[config.mk]
export PLATFORM = sky130hd
export DESIGN_NAME = shadow_accumulator
export DESIGN_NICKNAME = d
export VERILOG_FILES = /design/src/rtl/shadow_pkg.sv /design/src/rtl/shadow_accumulator_sat_add.sv /design/src/rtl/shadow_accumulator.sv
export SDC_FILE = /design/constraint.sdc
export NUM_CORES = 1
export LEC_CHECK = 0
export BUFFER_PORTS_ARGS = -buffer_cell sky130_fd_sc_hd__buf_2
export CAP_MARGIN = 20
export CORE_MARGIN = 2
export CORE_UTILIZATION = 35
export CTS_CLUSTER_DIAMETER = 100
export DETAILED_ROUTE_END_ITERATION = 10
export SLEW_MARGIN = 5
export SYNTH_ARGS = -nofsm -noshare
export SYNTH_HDL_FRONTEND = slang
export SYNTH_SLANG_ARGS = --single-unit
[constraint.sdc]
create_clock -name i_clk -period 2.65 [get_ports i_clk]
set_input_delay 0 -clock i_clk [delete_from_list [all_inputs] [get_ports i_clk]]
set_output_delay 0 -clock i_clk [all_outputs]
set_load 0.1 [all_outputs]
[src/rtl/shadow_pkg.sv]
// shadow_pkg: shared constants and FSM state type for the shadow accumulator.
package shadow_pkg;

    localparam int NUM_QUBITS = 5;
    localparam int VAL_W      = NUM_QUBITS + 2;
    localparam int CNT_W      = 16;

    typedef enum logic [1:0] {
        IDLE = 2'd0,
        ACC  = 2'd1,
        DONE = 2'd2
    } state_t;

endpackage

[src/rtl/shadow_accumulator_sat_add.sv]
// sat_add: signed adder that clamps to the most positive / most negative
// ACC_W-bit value and flags when a clamp happened.
module sat_add #(
    parameter int ACC_W = 24
) (
    input  logic signed [ACC_W-1:0] i_a,
    input  logic signed [ACC_W-1:0] i_b,
    output logic signed [ACC_W-1:0] o_sum,
    output logic                    o_ovf
);

    logic signed [ACC_W:0] full;

    // One guard bit: overflow shows up as guard bit differing from the MSB.
    always_comb begin
        full  = {i_a[ACC_W-1], i_a} + {i_b[ACC_W-1], i_b};
        o_ovf = full[ACC_W] ^ full[ACC_W-1];
        if (!o_ovf)
            o_sum = full[ACC_W-1:0];
        else if (full[ACC_W])
            o_sum = {1'b1, {(ACC_W-1){1'b0}}};
        else
            o_sum = {1'b0, {(ACC_W-1){1'b1}}};
    end

endmodule

[src/rtl/shadow_accumulator.sv]
// shadow_accumulator: sums NUM_SHOTS signed per-shot estimates with
// saturation, counts zero-valued (rejected) shots and holds the result until
// acknowledged. Optional macro SHADOW_ACC_SQSUM_EN adds a sum of squares
// for variance estimation; without it o_sqsum is tied to zero.
//
//   state | meaning
//   IDLE  | waiting for i_start, previous result still readable
//   ACC   | accumulating i_valid samples of the current run
//   DONE  | run complete, outputs frozen until i_ack
module shadow_accumulator
    import shadow_pkg::*;
#(
    parameter int NUM_SHOTS = 1024,
    parameter int ACC_W     = 24,
    parameter int VAL_W     = shadow_pkg::VAL_W
) (
    input  logic                      i_clk,
    input  logic                      i_rst,
    input  logic                      i_start,
    input  logic signed [VAL_W-1:0]   i_value,
    input  logic                      i_valid,
    output logic signed [ACC_W-1:0]   o_sum,
    output logic [CNT_W-1:0]          o_zero_cnt,
    output logic [CNT_W-1:0]          o_shot_cnt,
    output logic                      o_done,
    input  logic                      i_ack,
    output logic                      o_sat,
    output logic                      o_drop,
    output logic [ACC_W+VAL_W-1:0]    o_sqsum
);

    localparam int              SQ_W      = ACC_W + VAL_W;
    localparam logic [CNT_W-1:0] LAST_SHOT = CNT_W'(NUM_SHOTS - 1);

    state_t                   state_q;
    state_t                   state_d;
    logic                     accept;
    logic                     last_shot;
    logic                     drop_d;
    logic signed [ACC_W-1:0]  val_ext;
    logic signed [ACC_W-1:0]  sum_next;
    logic                     sum_ovf;

    // A start always wins over a coincident sample; samples outside ACC are dropped.
    assign accept    = (state_q == ACC) && i_valid && !i_start;
    assign last_shot = accept && (o_shot_cnt == LAST_SHOT);
    assign drop_d    = i_valid && !i_start && (state_q != ACC);
    assign val_ext   = ACC_W'(i_value);

    sat_add #(.ACC_W(ACC_W)) u_sat_add (
        .i_a   (o_sum),
        .i_b   (val_ext),
        .o_sum (sum_next),
        .o_ovf (sum_ovf)
    );

    // State register.
    always_ff @(posedge i_clk or posedge i_rst) begin
        if (i_rst)
            state_q <= IDLE;
        else
            state_q <= state_d;
    end

    // Next-state decode.
    always_comb begin
        state_d = state_q;
        case (state_q)
            IDLE:    if (i_start) state_d = ACC;
            ACC:     if (i_start) state_d = ACC;
                     else if (last_shot) state_d = DONE;
            DONE:    if (i_start) state_d = ACC;
                     else if (i_ack) state_d = IDLE;
            default: state_d = IDLE;
        endcase
    end

    // Output decode.
    always_comb begin
        o_done = (state_q == DONE);
    end

    // Sum, counters, sticky saturation and the drop pulse.
    always_ff @(posedge i_clk or posedge i_rst) begin
        if (i_rst) begin
            o_sum      <= '0;
            o_zero_cnt <= '0;
            o_shot_cnt <= '0;
            o_sat      <= 1'b0;
            o_drop     <= 1'b0;
        end else begin
            o_drop <= drop_d;
            if (i_start) begin
                o_sum      <= '0;
                o_zero_cnt <= '0;
                o_shot_cnt <= '0;
                o_sat      <= 1'b0;
            end else if (accept) begin
                o_sum      <= sum_next;
                o_shot_cnt <= o_shot_cnt + CNT_W'(1);
                if (i_value == '0)
                    o_zero_cnt <= o_zero_cnt + CNT_W'(1);
                if (sum_ovf)
                    o_sat <= 1'b1;
            end
        end
    end

`ifdef SHADOW_ACC_SQSUM_EN
    logic signed [2*VAL_W-1:0] val_wide;
    logic signed [2*VAL_W-1:0] val_sq;

    assign val_wide = (2*VAL_W)'(i_value);
    assign val_sq   = val_wide * val_wide;

    // Sum of squares wraps rather than saturates; a square is never negative.
    always_ff @(posedge i_clk or posedge i_rst) begin
        if (i_rst)
            o_sqsum <= '0;
        else if (i_start)
            o_sqsum <= '0;
        else if (accept)
            o_sqsum <= o_sqsum + SQ_W'($unsigned(val_sq));
    end
`else
    assign o_sqsum = '0;
`endif

endmodule

==> results.sh, run 1 <==
export IMPL_status="completed"
export IMPL_grt_max_degree=61
export IMPL_yosysWarnings=0
export IMPL_fp_coreArea_um2=11500
export IMPL_clock_sinks=60
export IMPL_dieWidth_um=113
export IMPL_ioPinCount=102
export IMPL_num_antenna_cells=0
export IMPL_hold_end="o_sum[0]"
export IMPL_synthTopCellsByArea="dfrtp_1, ha_1, xor2_1"
export IMPL_clock_path_buffers=2
export IMPL_final_period_utilization_pct=99.8
export IMPL_drc=0
export IMPL_synth_seq_cells=60
export IMPL_cts_made_buffers=9
export IMPL_grt_pass1_wl_um=16300
export IMPL_dieArea_um2=12700
export IMPL_synth_compound_area_share_pct=19.6
export IMPL_synth_top_cell_area_share_pct=36.4
export IMPL_cts_tree="built"
export IMPL_max_freq_mhz=378
export IMPL_die_height_um=113
export IMPL_wl_per_cell_um=14.6
export IMPL_start_kind="register"
export IMPL_irDropWorstVdd_v=0.00101
export IMPL_reg2reg_to="o_sum[6]"
export IMPL_synth_top_family_by_area="compound AO/OA/AOI/OAI gates"
export IMPL_htreeDepth=3
export IMPL_arrival_ps=2860
export IMPL_drtIter0Drc=90
export IMPL_track_usage_pct=16.0
export IMPL_crit_path_max_fanout=11
export IMPL_nets=575
export IMPL_synth_fa_ha_area_share_pct=8.37
export IMPL_leakage_nw=2.54
export IMPL_synth_common_cells="dfrtp_1, nor2_1, buf_4, a21oi_1, xor2_1"
export IMPL_max_slew_worst_pin_slew_ps=516
export IMPL_synth_edf_count=0
export IMPL_syn_area_per_cell_um2=9.51
export IMPL_rsz0062_at_grt="true"
export IMPL_cap_viol_max_count=0
export IMPL_cts_clk_slew_worst_paths_ps=50
export IMPL_finalSetupViolCount=0
export IMPL_yosys_area_top_type="dfrtp_1"
export IMPL_hold_path_class="input pin to register"
export IMPL_vias=3521
export IMPL_skew_ps=8.37
export IMPL_crit_type="register to register"
export IMPL_synth_xor_area_share_pct=10.2
export IMPL_fin_util_pct=45.7
export IMPL_synthMuxAreaShare_pct=0.728
export IMPL_min_period_ps=2640
export IMPL_synthesis_area_um2=4130
export IMPL_powerDensity_nw_per_um2=1260
export IMPL_syn_to_final_growth_pct=27.0
export IMPL_crit_path_end_kind="register"
export IMPL_antenna_found_initial=0
export IMPL_slew_headroom_pct=65.8
export IMPL_synthCells=434
export IMPL_whs_path_depth=3
export IMPL_ys_types=57
export IMPL_reg2reg_from="o_sum[0]"
export IMPL_synth_flop_cell="dfrtp_1"
export IMPL_grt_pass1_vias=3377
export IMPL_rr_worst_depth=10
export IMPL_hp_start="i_value[0]"
export IMPL_grt_overflow=0
export IMPL_async_flop_share_pct=100
export IMPL_hold_viol_final=0
export IMPL_start_util_pct=36.0
export IMPL_hold_ws_ps=55.0
export IMPL_yosysSeqAreaShare_pct=36.4
export IMPL_drv_slew=0
export IMPL_place_gp_congestion=0.865
export IMPL_num_rows=39
export IMPL_drt_antenna_violating_nets=0
export IMPL_reg2reg_slack_ps=6
export IMPL_synth_most_common_cell="dfrtp_1"
export IMPL_cts_root_buf="clkbuf_16"
export IMPL_routed_wl_um=9960
export IMPL_synth_simple_area_share_pct=15.6
export IMPL_clock_latency_ps=340
export IMPL_dp_hpwl_um=7070
export IMPL_critPathRequiredTime_ps=2860
export IMPL_dr_pass1_iters=4
export IMPL_final_layout_size_suffix_gt1_share_pct=31.4
export IMPL_viasPerCell=5.15
export IMPL_portBuffers=70
==> registers in the layout, summed over array words and instances, names as in the netlist <==
register,count
o_drop,1
o_zero_cnt,16
o_shot_cnt,16
o_sum,24
o_sat,1
state_q,2
==> per-layer routing <==
metal	wire, um	track usage [%]	up-vias
li1	-	-	1729
met5	0	0	-
met2	4530	24.0	100
met4	165	6.75	0
met3	502	4.91	13
met1	4760	21.4	1679
==> through the flow <==
step,TNS [ps],instances,instance area [um2],power [mW],setup slack [ps]
2_1_floorplan,-1760,464,4300,4.30,-113
3_5_place_dp,-127,658,4720,4.99,-24.9
4_1_cts,-17.0,679,5140,6.51,-13.8
6_report,0,684,5240,6.59,5.54
3_3_place_gp,0,658,4720,4.96,46.5
5_1_grt,-2070,684,5240,6.96,-111
==> area by class of cell <==
| class | count | area (um2) |
|---|---|---|
| Clock buffer | 9 | 225 |
| Fill cell | 1097 | 6230 |
| Tap cell | 143 | 179 |
| Clock inverter | 7 | 146 |
| Timing Repair Buffer | 106 | 673 |
| Sequential cell | 60 | 1530 |
| Multi-Input combinational cell | 347 | 2440 |
| Inverter | 12 | 45.0 |
==> placed cells by master, fill, tap and decap left out, drive strengths merged, types with 14 or more instances in the layout <==
cell and instances:
a21oi 33, nand2 27, xor2 29, ha 26, inv 14, buf 101, conb 31, a221o 23
xnor2 18, dfrtp 60, nor2 43, nand3 15, o21ai 18
==> kinds of logic after synthesis <==
logic type	Yosys count
AOI/OAI and AO/OA	108
and+or+nand+nor	130
DFF	60
buffers and inverters	58
muxes	3
adders and majority gates	27
xor gates and xnor gates	47
other	1
==> worst max path at each step <==
stage               from        end  slack [ps]  cells after the start
6_report        o_sum[0]   o_sum[6]           6                     10
5_1_grt        o_sum[20]   o_sum[8]        -110                      8
4_1_cts        o_sum[20]   o_sum[2]         -10                      8
3_5_place_dp    o_sum[0]   o_sum[6]         -20                      9
3_3_place_gp    o_sum[0]   o_sum[3]          50                      9
2_1_floorplan   o_sum[0]  o_sum[20]        -110                     10
==> repair_timing <==
action,CTS,global route
pin swaps,3,5
endpoints found under the hold margin,68,0
endpoints found under the setup margin,17,23
hold buffers,4,0
buffers inserted,1,3
cloned,0,2
resized for setup,0,7
==> report_power, final <==
| part | switching (mW) | internal [mW] |
|---|---|---|
| clock | 0.448 | 1.02 |
| sequential | 0.152 | 1.12 |
| combinational | 2.68 | 1.18 |
==> worst max-delay path: stages (launching register included) <==
cell	delay, ps
dfrtp_2	420
ha_4	180
fa_2	370
a211oi_2	220
o211ai_1	150
a21oi_2	270
nor3_2	90
o2bb2ai_4	240
nor3_4	110
buf_12	170
a221o_2	290
(Power assumes the default switching activity.)
==> run 2, diff against run 1 <==
--- a/config.mk
+++ b/config.mk
@@ -14,4 +14,5 @@
 export SLEW_MARGIN = 5
 export SYNTH_ARGS = -nofsm -noshare
 export SYNTH_HDL_FRONTEND = slang
+export SYNTH_HIERARCHICAL = 1
 export SYNTH_SLANG_ARGS = --single-unit
==> run 2 against run 1 <==
The flow now finishes with violations (negative setup slack). Worst setup slack worse by 220 ps. Non-clock buffer count increased by 105. Clock power shrank 17%. Sequential power shrank 15%. Worst hold slack improved by 74 ps. Cell area up 35%. Global-route usage up 5.1 points. Register-to-register slack worse by 220 ps. Critical path depth increased by 1. Final cell count up 45%. Clock skew shrank 2.4 ps. Die area rose by 19%. Largest power group unchanged.
==> results.sh, run 2 <==
export IMPL_synthTopCellsByArea="dfrtp_1, a21oi_1, ha_1"
export IMPL_final_cell_mix="buf_4, nand2_1, buf_2"
export IMPL_max_slew_worst_pin_slew_ps=674
export IMPL_cts_tree="built"
export IMPL_place_ws_ps=-276
export IMPL_dieArea_um2=15100
export IMPL_powerDensity_nw_per_um2=820
export IMPL_crit_type="register to register"
export IMPL_drt_antenna_violating_nets=0
export IMPL_place_gp_congestion=0.906
export IMPL_final_layout_size_suffix_gt1_share_pct=39.9
export IMPL_largestRegisters="o_sum x24, o_shot_cnt x16, o_zero_cnt x16"
export IMPL_grt_max_degree=47
export IMPL_largest_register="o_sum"
export IMPL_largest_register_ffs=24
export IMPL_start_kind="register"
export IMPL_critPathRequiredTime_ps=2870
export IMPL_crit_path_end_kind="register"
export IMPL_max_freq_mhz=350
export IMPL_finalSetupViolCount=24
export IMPL_grt_pass1_vias=5180
export IMPL_num_antenna_cells=0
export IMPL_clock_path_buffers=2
export IMPL_synth_seq_cells=60
export IMPL_violations="negative setup slack"
export IMPL_grt_overflow=0
export IMPL_cp_slowest_stage_delay_ps=420
export IMPL_track_usage_pct=21.1
export IMPL_crit_path_max_fanout=3
export IMPL_syn_area_per_cell_um2=8.08
export IMPL_wl_per_cell_um=15.8
export IMPL_dp_hpwl_um=11600
export IMPL_crit_chain="ha_4, fa_2, a211oi_2, o211a_1, o31a_1, a21oi_2, or3_1, and4_1, or3b_1, nand2_1, a21oi_1"
export IMPL_min_period_ps=2860
export IMPL_synth_flop_cell="dfrtp_1"
export IMPL_clock_sinks=60
export IMPL_status="complete, but fails checks"
export IMPL_dr_pass1_iters=5
export IMPL_start_util_pct=35.7
export IMPL_yosys_area_top_type="dfrtp_1"
export IMPL_yosysSeqAreaShare_pct=30.4
export IMPL_syn_to_final_growth_pct=42.8
export IMPL_synthesis_area_um2=4940
export IMPL_synthCells=612
export IMPL_vias=5281
export IMPL_placed_area_um2=6350
export IMPL_drtIter0Drc=342
export IMPL_layout_commonest_cell="buf_4"
export IMPL_cts_clk_slew_worst_paths_ps=60
export IMPL_rsz0062_at_grt="true"
export IMPL_synth_most_common_cell="nand2_1"
export IMPL_drv_slew=0
export IMPL_leakage_nw=3.33
export IMPL_finalSetupTns_ps=-2910
export IMPL_setup_slack_ps=-211
export IMPL_viasPerCell=5.34
export IMPL_drc=0
export IMPL_nets=843
export IMPL_antenna_found_initial=0
export IMPL_synth_common_cells="nand2_1, a21oi_1, dfrtp_1, nor2_1, o21ai_0"
export IMPL_synth_edf_count=0
export IMPL_cap_viol_max_count=0
export IMPL_num_rows=43
export IMPL_async_flop_share_pct=100
export IMPL_hold_viol_final=0
export IMPL_design_area_um2=7060
export IMPL_routed_wl_um=15600
export IMPL_final_period_utilization_pct=108
export IMPL_ioPinCount=102
export IMPL_slew_headroom_pct=55.1
export IMPL_irDropWorstVdd_v=0.000405
export IMPL_cts_made_buffers=9
export IMPL_yosysWarnings=6
export IMPL_grt_pass1_wl_um=25200
export IMPL_die_height_um=123
export IMPL_htreeDepth=3
export IMPL_synth_top_cell_area_share_pct=30.4
export IMPL_dieWidth_um=123
export IMPL_fp_coreArea_um2=13800
export IMPL_clock_latency_ps=340
export IMPL_cts_root_buf="clkbuf_16"
export IMPL_portBuffers=70
export IMPL_skew_ps=6.02
export IMPL_ys_types=68
export IMPL_arrival_ps=3080
export IMPL_hold_path_class="input pin to register"
export IMPL_critPathSlowestCell="dfrtp_2"
run 2: cell count changes after synthesis, sizes merged, moves of 8 or more:
cell    delta
xnor2      -9
nand2     +59
a221o     -23
o211ai    +10
o21ai     +20
nor3      +12
or3        +8
clkbuf    +12
nand3     +11
xor2      -10
inv        -8
a21oi     +40
run 2: critical path, delay by kind of cell, from the launching register on:
| kind | cells | cell delay, ps |
|---|---|---|
| AOI/OAI and AO/OA | 5 | 810 |
| adders and majority gates | 2 | 530 |
| DFF | 1 | 420 |
| and+or+nand+nor | 4 | 970 |
run 2: layer usage:
metal	global-route usage, %	routed length (um)	up-vias
li1	-	-	2565
met1	27.2	6870	2543
met2	34.8	7640	147
met3	3.76	781	26
met4	8.48	300	0
met5	0	0	-
run 2: final timing paths:
check,startpoint,endpoint,slack (ps),cells past startpoint
hold / removal,i_value[4],o_zero_cnt[4],130,5
min in group asynchronous,i_rst,o_sum[1],210,3
hold reg to reg,o_sat,o_sat,510,2
setup reg to reg,o_sum[0],o_sum[18],-210,11
max in group asynchronous,i_rst,o_sum[11],1810,4
setup / recovery,o_sum[0],o_sum[18],-210,11
run 2: logic make-up (layout without fill, tap and decap cells):
logic type | Yosys count | count (layout) | share of synthesized area [%]
multiplexers | 5 | 5 | 1.34
buffers and inverters | 64 | 231 | 7.39
adder cells (fa/ha/maj) | 27 | 27 | 6.99
AO/OA/AOI/OAI | 177 | 177 | 22.5
flip-flops | 60 | 60 | 30.4
AND/OR/NAND/NOR | 250 | 250 | 26.4
other | 1 | 31 | 0.0759
XOR/XNOR | 28 | 28 | 4.96
run 2: timing repair:
item                                   4_1_cts  5_1_grt
setup endpoints to repair                   24       25
pin swaps                                   17       13
gates resized for setup                     30       40
gates cloned                                 0        0
hold buffers                                 3        0
setup buffers                                6        4
endpoints found under the hold margin       16        0
run 2: cell type report:
cell class / instances / area, um2
clock buffers: 13 / 260
fillers: 1305 / 6770
well taps: 180 / 225
multi-input cells: 518 / 3490
repair buffers: 211 / 1500
inverters: 4 / 15.0
clock inverters: 3 / 46.3
flip-flops and latches: 60 / 1530
run 2: metrics by stage:
step           util [%]  cells  hold slack [ps]  total power, mW
2_1_floorplan         -    642              161             3.23
3_3_place_gp       45.9    961             24.6             4.22
3_5_place_dp       45.9    961             28.7             4.25
4_1_cts            49.5    985              118             5.63
5_1_grt            51.0    989              177             6.12
6_report           51.0    989              129             5.79
run 2: where the power goes:
part	switching [mW]	leakage, nW	internal, mW
Combinational	2.18	2.40	1.32
Clock	0.439	0.146	0.781
Sequential	0.0619	0.785	1.01
Total	2.68	3.33	3.11
